==> src/rtl/pgm_sched.sv <==
// Packet-generation scheduler: paces pgm_rd start pulses by packet count and inter-packet gap,
// honouring downstream almost-full and a graceful stop request.
module pgm_sched #(
  parameter int unsigned CNT_W = 32,
  parameter int unsigned GAP_W = 16
) (
  input  logic             clk,
  input  logic             rst,
  input  logic             cfg_start,
  input  logic             cfg_stop,
  input  logic [CNT_W-1:0] cfg_pkt_num,
  input  logic [GAP_W-1:0] cfg_gap,
  input  logic             in_eop,
  input  logic             in_alf,
  output logic             out_start_flag,
  output logic             out_finish_flag,
  output logic             out_busy,
  output logic             out_done,
  output logic [CNT_W-1:0] out_pkt_cnt
);

  typedef enum logic [2:0] {StIdle, StIssue, StWaitEop, StGap, StDone} state_e;

  state_e           state_q, state_d;
  logic [CNT_W-1:0] pkt_num_q, pkt_num_d;
  logic [GAP_W-1:0] gap_q, gap_d;
  logic [CNT_W-1:0] issued_q, issued_d;
  logic [CNT_W-1:0] pkt_cnt_q, pkt_cnt_d;
  logic [GAP_W-1:0] gap_cnt_q, gap_cnt_d;
  logic             finish_q, finish_d;
  logic             stop_q, stop_d;
  logic             stop_pend;
  logic             start_pulse;

  // A stop pulse acts in the same cycle it arrives, not only once it is latched.
  assign stop_pend = stop_q | cfg_stop;

  always_comb begin
    state_d     = state_q;
    pkt_num_d   = pkt_num_q;
    gap_d       = gap_q;
    issued_d    = issued_q;
    pkt_cnt_d   = pkt_cnt_q;
    gap_cnt_d   = gap_cnt_q;
    finish_d    = finish_q;
    stop_d      = stop_q;
    start_pulse = 1'b0;

    unique case (state_q)
      StIdle, StDone: begin
        if (cfg_start && !cfg_stop) begin
          state_d   = StIssue;
          pkt_num_d = cfg_pkt_num;
          gap_d     = cfg_gap;
          issued_d  = '0;
          pkt_cnt_d = '0;
          finish_d  = 1'b0;
          stop_d    = 1'b0;
        end
      end

      StIssue: begin
        if (stop_pend) begin
          state_d  = StDone;
          finish_d = 1'b1;
          stop_d   = 1'b0;
        end else if (!in_alf) begin
          start_pulse = 1'b1;
          issued_d    = issued_q + CNT_W'(1);
          if ((pkt_num_q != '0) && (issued_d == pkt_num_q)) begin
            finish_d = 1'b1;
          end
          state_d = StWaitEop;
        end
      end

      StWaitEop: begin
        if (cfg_stop) begin
          stop_d = 1'b1;
        end
        // Let the in-flight packet finish whole, but mark it as the last one.
        if (stop_pend) begin
          finish_d = 1'b1;
        end
        if (in_eop) begin
          if (pkt_cnt_q != '1) begin
            pkt_cnt_d = pkt_cnt_q + CNT_W'(1);
          end
          if (finish_q || stop_pend) begin
            state_d  = StDone;
            finish_d = 1'b1;
            stop_d   = 1'b0;
          end else if (gap_q == '0) begin
            state_d = StIssue;
          end else begin
            state_d   = StGap;
            gap_cnt_d = gap_q;
          end
        end
      end

      StGap: begin
        if (stop_pend) begin
          state_d  = StDone;
          finish_d = 1'b1;
          stop_d   = 1'b0;
        end else begin
          gap_cnt_d = gap_cnt_q - GAP_W'(1);
          if (gap_cnt_q <= GAP_W'(1)) begin
            state_d = StIssue;
          end
        end
      end

      default: begin
        state_d = StIdle;
      end
    endcase
  end

  always_ff @(posedge clk or posedge rst) begin
    if (rst) begin
      state_q   <= StIdle;
      pkt_num_q <= '0;
      gap_q     <= '0;
      issued_q  <= '0;
      pkt_cnt_q <= '0;
      gap_cnt_q <= '0;
      finish_q  <= 1'b0;
      stop_q    <= 1'b0;
    end else begin
      state_q   <= state_d;
      pkt_num_q <= pkt_num_d;
      gap_q     <= gap_d;
      issued_q  <= issued_d;
      pkt_cnt_q <= pkt_cnt_d;
      gap_cnt_q <= gap_cnt_d;
      finish_q  <= finish_d;
      stop_q    <= stop_d;
    end
  end

  assign out_start_flag  = start_pulse;
  assign out_finish_flag = finish_q;
  assign out_busy        = (state_q != StIdle) && (state_q != StDone);
  assign out_done        = (state_q == StDone);
  assign out_pkt_cnt     = pkt_cnt_q;

endmodule
==> config.mk <==
export PLATFORM = sky130hd
export DESIGN_NAME = pgm_sched
export DESIGN_NICKNAME = d
export VERILOG_FILES = /design/src/rtl/pgm_sched.sv
export SDC_FILE = /design/constraint.sdc
export NUM_CORES = 1
export LEC_CHECK = 0
export ABC_AREA = 1
export BUFFER_PORTS_ARGS = -buffer_cell sky130_fd_sc_hd__buf_2
export CORE_MARGIN = 4
export CORE_UTILIZATION = 35
export DETAILED_ROUTE_END_ITERATION = 8
export MAX_ROUTING_LAYER = met4
export PLACE_DENSITY = 0.53
export SLEW_MARGIN = 20
export SYNTH_ARGS = -nofsm -noshare
export SYNTH_HDL_FRONTEND = slang
export SYNTH_SLANG_ARGS = --single-unit
==> constraint.sdc <==
create_clock -name clk -period 8.33 [get_ports clk]
set_input_delay 0.833 -clock clk [delete_from_list [all_inputs] [get_ports clk]]
set_output_delay 0.833 -clock clk [all_outputs]
set_load 0.005 [all_outputs]
# ---- After elaboration in Yosys (flattened, before gate mapping)
# Index checks and enable logic that the tools add are counted.
dict set report word_totals {
  output_inout_bits 36
  inputBits 54
  word_cells 92
  reg_bits 133
}
dict set report classes {
  n_reduce_logical 23
  eq_ne 19
  add_sub_neg 3
  n_lt_le_gt_ge 1
  mux 37
  bitwise_logic 1
}
# cell n
set op_table {}
lappend op_table {{$mux 32} 5}
lappend op_table {{$pmux 32 s2} 2}
lappend op_table {{$add 32x1->32 const B} 2}
lappend op_table {{$mux 16} 4}
lappend op_table {{$eq 32x32->1} 1}
lappend op_table {{$ne 32x32->1 const B} 1}
lappend op_table {{$pmux 16 s2} 1}
lappend op_table {{$reduce_bool 32->1} 1}
lappend op_table {{$mux 3} 7}
lappend op_table {{$le 16x1->1 const B} 1}
lappend op_table {{$logic_not 16->1} 1}
lappend op_table {{$ne 2x2->1 const B} 8}
lappend op_table {{$reduce_and 4->1} 4}
lappend op_table {{$sub 16x1->16 const B} 1}
lappend op_table {{$mux 1} 14}
lappend op_table {{$ne 3x3->1 const B} 4}
lappend op_table {{$pmux 3 s4} 1}
lappend op_table {{$eq 3x2->1 const B} 2}
lappend op_table {{$reduce_bool 2->1} 3}
lappend op_table {{$reduce_bool 3->1} 2}
lappend op_table {{$reduce_and 5->1} 1}
lappend op_table {{$pmux 1 s4} 1}
lappend op_table {{$reduce_bool 4->1} 1}
lappend op_table {{$reduce_or 2->1} 2}
lappend op_table {{other kinds (12)} 14}

# ---- Logic depth before layout (Yosys ltp)
# Gate-level depths: netlist (run 1).
dict set report depth {
  word_depth 7
  depth_mapped 19
}

# ---- Least setup slack after synthesis (run 1)
# OpenSTA, ideal clock, no wires.
dict set report synth_path {
  path_kind {in2out}
  startpoint {input port cfg_stop}
  endpoint {output port out_start_flag}
  slack_ns 5.751
  arrival_ns 1.746
  stages 6
  required_ns 7.497
  path_buffers 1
  cell_sequence {nor2_1 > inv_1 > nor2_1 > inv_1 > nor2_1 > clkbuf_1}
}
dict set report synth_between {
  elab_chain_len 3
}
# element line
set synth_lines {}
lappend synth_lines {{start: declaration} 10} ;# input logic cfg_stop,
lappend synth_lines {{$or 1x1->1} 36} ;# assign stop_pend = stop_q | cfg_stop;
lappend synth_lines {{$mux 1} 63} ;# if (stop_pend) begin
lappend synth_lines {{$mux 1} 49} ;# unique case (state_q)
lappend synth_lines {{end: declaration} 15} ;# output logic out_start_flag,
# Every way passes these cells.

# ---- Worst setup path in the final report (run 1)
dict set report layout_path {
  startpoint {register state_q[1]}
  endpoint {register pkt_num_q[9]}
}
dict set report layout_between {
  elab_chain_len 3
}
# element line
set layout_lines {}
lappend layout_lines {{start: declaration} 24} ;# state_e state_q, state_d;
lappend layout_lines {{start signal: assignment} 123} ;# state_q <= StIdle;
lappend layout_lines {{start signal: assignment} 132} ;# state_q <= state_d;
lappend layout_lines {{$eq 3x3->1 / $logic_not 3->1 (equally long branches)} 49}
lappend layout_lines {{$reduce_or 2->1 *} 49}
lappend layout_lines {{$reduce_and 2->1 (no line) *} --}
lappend layout_lines {{end signal: assignment} 133} ;# pkt_num_q <= pkt_num_d;
lappend layout_lines {{end: declaration} 25} ;# logic [CNT_W-1:0] pkt_num_q, pkt_num_d;
# Mark *: on every way between the ends. The rest lies on a longest branch, timed or not.
# A chain may end at the register's enable or synchronous reset.

==> metrics.txt, run 1 <==
worst skew pair latency 430 ps; post-synthesis sequential area ratio 40.1%; slowest CP cell buf_4; FP Rows 56; CP delay by family, top buffers and inverters; min cycle time layout 3610 ps; post-DR wirelength/cell 14.7 um; Post-DP Area 8970 sq um; chip width 162 um; number of global-route vias before repair 7384; H-tree depth 4; Hold Crit Class reg2reg; CTS clk-pin slew, worst paths 70 ps; CTS buffer count 17; PostCTS Resize Cnt 0; f_max 277 MHz; worst hold slack 513 ps; worst endpoint required time 8680 ps; fin area 9590 sq um; delay of the slowest cell on the worst path 780 ps; Syn Std Cell Area 8300 sq um; Root Driver clkbuf_16; clock skew 9.34 ps; total number of vias 7598; CTS tree done; fin crit share 43.3%; first-pass GRT wire length 38000 um; Port-buffer cells 89; Power per Cell Area 276 nW/um^2; Mean Syn Cell Area 7.20 sq um; Max-cap violations 0; met3 WL 956 um; Layout area overhead 15.6%; met2 wire length 10800 um; Worst-Margin Slew 1010 ps; routed wire length 23100 um; total gr overflow 0; Gate Count Post-Synth 1152; DRC Markers 0; antenna violations before repair 1; Worst Path Max Fanout 83; drt pass-1 iters 5; post-synthesis cell type count 44; vias per cell 4.85; cell count along the critical path 13; Max IR drop VDD 0.266 mV; M1 WL 10900 um; post-synthesis net count 1210; GPL Wtd Cong 0.895; hold buffer count at CTS 0; largest net degree at the start of global routing 84; hold depth 2; max layer used met4; Slew Viols, Final 0; Leak 4.33 nW; Post-CTS Setup Bufs 0; Starting Density 35.4%; critical path type reg2reg; WP buf/inv 5; GRT Overall Usage 18.4%; CTS sink cnt 133; Rel. slew slack 32.1%; Synth warnings 0; Max Buffers Root-to-Sink 2; die area 26200 sq um; Worst setup SP type register; Worst EP arrival 3950 ps; # setup viols final 0; core area 23400 sq um; status completed; Synth Register Bits 133; HPWL Detailed 16900 um; Detail Route Antenna Nets 0; die height 162 um; Initial DRC Count 497; CP Capture Type register; critical path cell sequence inv_2 > nor2_1 > inv_2 > nor2_4 > inv_2 > nor2_1 > nor2_1 > nand2_4 > inv_2 > nand2_4 > buf_4 > nor2_1 > a21oi_2; # nets final 1291; layout cells sized above 1 15.2%; Final Hold Viols 0; Fin Setup TNS 0 ps; top-level I/O count 90; R2R depth 13; RSZ-0062 raised after global routing no
==> placed cells by master, fill, tap and decap left out, drive strengths merged, types with 2 or more instances in the layout <==
cell      netlist  layout
o21ai          57      57
nor3           20      20
ha              4       4
nand2         308     308
and2            2       2
a21oi          54      54
xnor2          13      13
buf            21      93
nand3          92      92
nand4          22      22
nor2          169     169
a22oi           2       2
inv           149     153
nor4            8       8
o211ai          4       4
clkbuf         10      20
bufinv          0       2
clkinv          0       2
o22ai          25      25
o31ai          21      21
clkinvlp        0       4
dfrtp         133     133
xor2           27      27
==> layer usage <==
metal  vias up  track usage [%]
met2       156             29.3
li1       3907                -
met4         0             4.96
met1      3512             24.5
met5         -                -
met3        23             3.25
==> per-stage QoR <==
stage | setup WS, ps | total power, W | util, % | instances
final | 4720 | 0.00264 | 41.0 | 1566
after global routing | 4350 | 0.00284 | 41.0 | 1566
after CTS | 4670 | 0.00268 | 40.9 | 1565
after detailed placement | 4680 | 0.00188 | 38.3 | 1533
after global placement | 4770 | 0.00187 | 38.3 | 1533
after floorplan | 3940 | 0.00171 | - | 1152
==> final cells by class <==
| class | instances | area [sq um] |
|---|---|---|
| Timing Repair Buffer | 93 | 475 |
| Antenna cell | 1 | 2.50 |
| Sequential cell | 133 | 3330 |
| Multi-Input combinational cell | 839 | 4210 |
| Tap cell | 319 | 399 |
| Clock buffer | 20 | 467 |
| Fill cell | 2493 | 13800 |
| Inverter | 149 | 564 |
| Clock inverter | 12 | 143 |
==> worst paths after layout <==
check,start,end,slack [ps]
max reg2reg,state_q[1],pkt_num_q[9],4720
min,gap_q[11],gap_q[11],510
max in group asynchronous,rst,pkt_num_q[29],6460
min in group asynchronous,rst,pkt_num_q[7],520
max,state_q[1],pkt_num_q[9],4720
min reg2reg,gap_q[11],gap_q[11],510
==> power breakdown <==
group          leakage [nW]  internal, W  switching (W)
logic                  2.36     0.000289       0.000635
registers              1.68     0.000818       0.000119
clock network         0.286     0.000470       0.000312
==> Yosys cell counts, drive strengths merged <==
cell type	count	area, sq um
a2111oi	1	8.76
nand3	92	460
o211ai	4	30.0
nand2b	1	6.26
nor4	8	65.1
or2	1	6.26
and2	2	12.5
dfrtp	133	3330
nor3b	1	7.51
xor2	27	236
a21oi	54	383
nand2	308	1170
o31ai	21	158
nand3b	1	7.51
inv	149	559
xnor3	1	22.5
nor2	169	697
o22ai	25	156
and3	1	6.26
nand4	22	138
ha	4	50.1
o41ai	1	8.76
clkbuf	10	37.5
nor3	20	105
a22oi	2	15.0
o21ai	57	297
xnor2	13	114
mux2	1	11.3
buf	21	176
a211oi	1	12.5
a22o	1	8.76
==> worst register-to-register path, delay by kind of cell (launching register included) <==
family	cells	cell delay (ps)
simple gates	7	1470
compound gates	1	140
flops	1	400
buf+inv	5	1510
==> state kept, by name, summed over array words and instances (netlist names) <==
signal           cells
state_q              3
gap_cnt_q           16
out_finish_flag      1
pkt_num_q           32
gap_q               16
out_pkt_cnt         32
issued_q            32
stop_q               1
==> logic make-up (layout without fill, tap and decap cells) <==
family / count (synthesis) / count (layout) / synth area share [%]
simple gates: 626 / 626 / 32.3
buf+inv: 180 / 274 / 9.32
compound gates: 167 / 167 / 13.0
flops: 133 / 133 / 40.1
xor+xnor: 41 / 41 / 4.49
fa+ha+maj: 4 / 4 / 0.603
mux: 1 / 1 / 0.136
other cells: 0 / 1 / 0
(Power assumes the default switching activity.)
==> inputs of run 2 (changes only) <==
--- a/config.mk
+++ b/config.mk
@@ -11,7 +11,7 @@
 export CORE_UTILIZATION = 35
 export DETAILED_ROUTE_END_ITERATION = 8
 export MAX_ROUTING_LAYER = met4
-export PLACE_DENSITY = 0.53
+export PLACE_DENSITY = 0.55
 export SLEW_MARGIN = 20
 export SYNTH_ARGS = -nofsm -noshare
 export SYNTH_HDL_FRONTEND = slang
==> constraint.sdc (replaced) <==
create_clock -name clk -period 3.1 [get_ports clk]
set_input_delay 0.31 -clock clk [delete_from_list [all_inputs] [get_ports clk]]
set_output_delay 0.31 -clock clk [all_outputs]
set_load 0.005 [all_outputs]
==> run 2 against run 1 <==
Global-route usage grew 0.37 points. Combinational power increased to 2.8 times the previous value. Register-to-register slack worse by 4200 ps. Count of clock-buffer cells in the layout shrank 3. Wire length up 1.9%. Core utilization increased by 0.67 points. Setup slack got worse by 4200 ps. Critical path type unchanged.
==> metrics.txt, run 2 (same netlist as run 1, synthesis figures left out) <==
status completed; GRT Overall Usage 18.8% (+0.37 points); CTS clk-pin slew, worst paths 60 ps (about the same); Detail Route Antenna Nets 0 (unchanged); FP Rows 56 (unchanged); GPL Wtd Cong 0.930 (+3.9%); R2R depth 14 (+1); Worst Path Max Fanout 43 (-48%); CP Capture Type register; min cycle time layout 2550 ps (-1050 ps); internal cell power 0.00442 W (+180%); Root Driver clkbuf_16; hold depth 3 (+1); vias per cell 4.89 (+0.87%); H-tree depth 4 (unchanged); terminus of the critical flop-to-flop path pkt_num_q[21]; total gr overflow 0 (unchanged); net load switching power 0.00293 W (+170%); Max IR drop VDD 0.381 mV (+43%); Max-cap violations 0 (unchanged); Post-DP Area 9080 sq um (+1.2%); worst endpoint required time 3440 ps (-5240 ps); top-level I/O count 90 (unchanged); # nets final 1302 (+0.85%); clock skew 10.4 ps (+1.03 ps); chip width 162 um (unchanged); Seq pwr share 34.2% (-1.2 points); DRC Markers 0 (unchanged); Slew Viols, Final 0 (unchanged); # setup viols final 0 (unchanged); Final Hold Viols 0 (unchanged); number of global-route vias before repair 7537 (+2.1%); Sw Ratio 39.8% (-0.51 points); fin area 9740 sq um (+1.6%); R2R setup slack 550 ps (-4180 ps); first-pass GRT wire length 38700 um (+1.9%); antenna violations before repair 2 (+1); Worst EP arrival 2900 ps (-1050 ps); post-DR wirelength/cell 14.9 um (+1.2%); Rel. slew slack 43.4% (+11 points); Starting Density 35.4% (unchanged); RSZ-0062 raised after global routing no; Hold Crit Endpoint gap_q[3]; f_max 392 MHz (+41%); Initial DRC Count 543 (+9.3%); Comb pwr share 35.4% (+0.4 points); Worst setup SP type register; routed wire length 23500 um (+1.9%); critical path type reg2reg; die area 26200 sq um (unchanged); total number of vias 7723 (+1.6%); Hold Crit Class in2reg; CTS buffer count 17 (unchanged); hold_sp cfg_gap[3]; largest net degree at the start of global routing 52 (-38%); drt pass-1 iters 5 (unchanged); layout cells sized above 1 15.8% (+0.66 points); fin crit share 82.4% (+39 points); commonest non-fill, non-tap cells in the layout nand2_1 (304), nor2_1 (158), inv_1 (138); Layout area overhead 17.4%; core area 23400 sq um (unchanged); final worst slack 546 ps (-4180 ps); Port-buffer cells 89 (unchanged); worst r2r src out_pkt_cnt[1]; Worst-Margin Slew 849 ps (-166 ps); Fin Setup TNS 0 ps (unchanged); Leak 4.42 nW (+2.1%); most common cell after layout, fill and taps aside nand2_1; CTS tree done; Power per Cell Area 755 nW/um^2 (+170%); worst skew pair latency 420 ps (about the same); HPWL Detailed 17500 um (+3.8%); Max Buffers Root-to-Sink 2 (unchanged); power share of the clock group 30.4% (+0.8 points); die height 162 um (unchanged); Place WS 556 ps (-4130 ps); fin util 41.6% (+0.67 points); CTS sink cnt 133 (unchanged)
-- run 2: changes by cell type in the layout (fill, tap and decap cells not counted), sizes merged, moves of 2 or more --
cell | before | now
clkinvlp | 4 | 2
buf | 93 | 103
clkinv | 2 | 4
bufinv | 2 | 4
clkbuf | 20 | 17
-- run 2: through the flow --
stage / hold WS (ps) / instances / power (W)
6_report: 110 / 1578 / 0.00735
2_1_floorplan: 455 / 1152 / 0.00461
3_3_place_gp: 387 / 1543 / 0.00513
3_5_place_dp: 394 / 1543 / 0.00516
5_1_grt: 89.7 / 1578 / 0.00790
4_1_cts: 93.6 / 1576 / 0.00744
-- run 2: how the worst max path moves through the flow --
stage,slack (ps),from,cells past startpoint,endpoint
after global routing,310,out_pkt_cnt[1],14,pkt_num_q[21]
after floorplan,1080,out_pkt_cnt[1],14,pkt_num_q[2]
final,550,out_pkt_cnt[1],14,pkt_num_q[21]
after global placement,670,out_pkt_cnt[1],14,pkt_num_q[21]
after CTS,540,out_pkt_cnt[1],14,pkt_num_q[21]
after detailed placement,560,out_pkt_cnt[1],14,pkt_num_q[21]
-- run 2: timing repair --
item                                   CTS  global route
setup buffers                            0             0
hold buffers                             1             0
gates resized for setup                  0             0
endpoints found under the hold margin   20             0
-- run 2: cell type report --
cell class / count / area (sq um)
well taps: 319 / 399
clock buffers: 17 / 425
repair buffers: 104 / 598
multi-input cells: 839 / 4210
diodes: 2 / 5.00
inverters: 149 / 563
fillers: 2471 / 13700
flip-flops and latches: 133 / 3330
clock inverters: 15 / 216
-- run 2: per-layer routing --
metal	GRT usage (%)	up-vias	share of wire, %
li1	-	3938	-
met1	23.9	3574	46
met2	30.3	174	47
met3	3.68	37	4.3
met4	6.19	0	2.6
met5	-	-	0
-- run 2: power groups by stage --
stage	clock network (W)	registers, W	logic (W)
6_report	0.00224	0.00252	0.00260
3_3_place_gp	0	0.00255	0.00258
3_5_place_dp	0	0.00254	0.00263
5_1_grt	0.00237	0.00257	0.00296
2_1_floorplan	0	0.00244	0.00216
4_1_cts	0.00229	0.00252	0.00264
-- run 2: critical path, stage by stage (launching register included) --
cell	delay [ps]
dfrtp_1	410
ha_1	190
nand2_1	100
nor2_4	130
nand2_2	120
nor2_4	140
inv_2	70
nor4_4	230
o21ai_2	100
nand2_4	80
inv_2	150
nand2_4	260
buf_12	260
nor2_1	80
a21oi_1	120
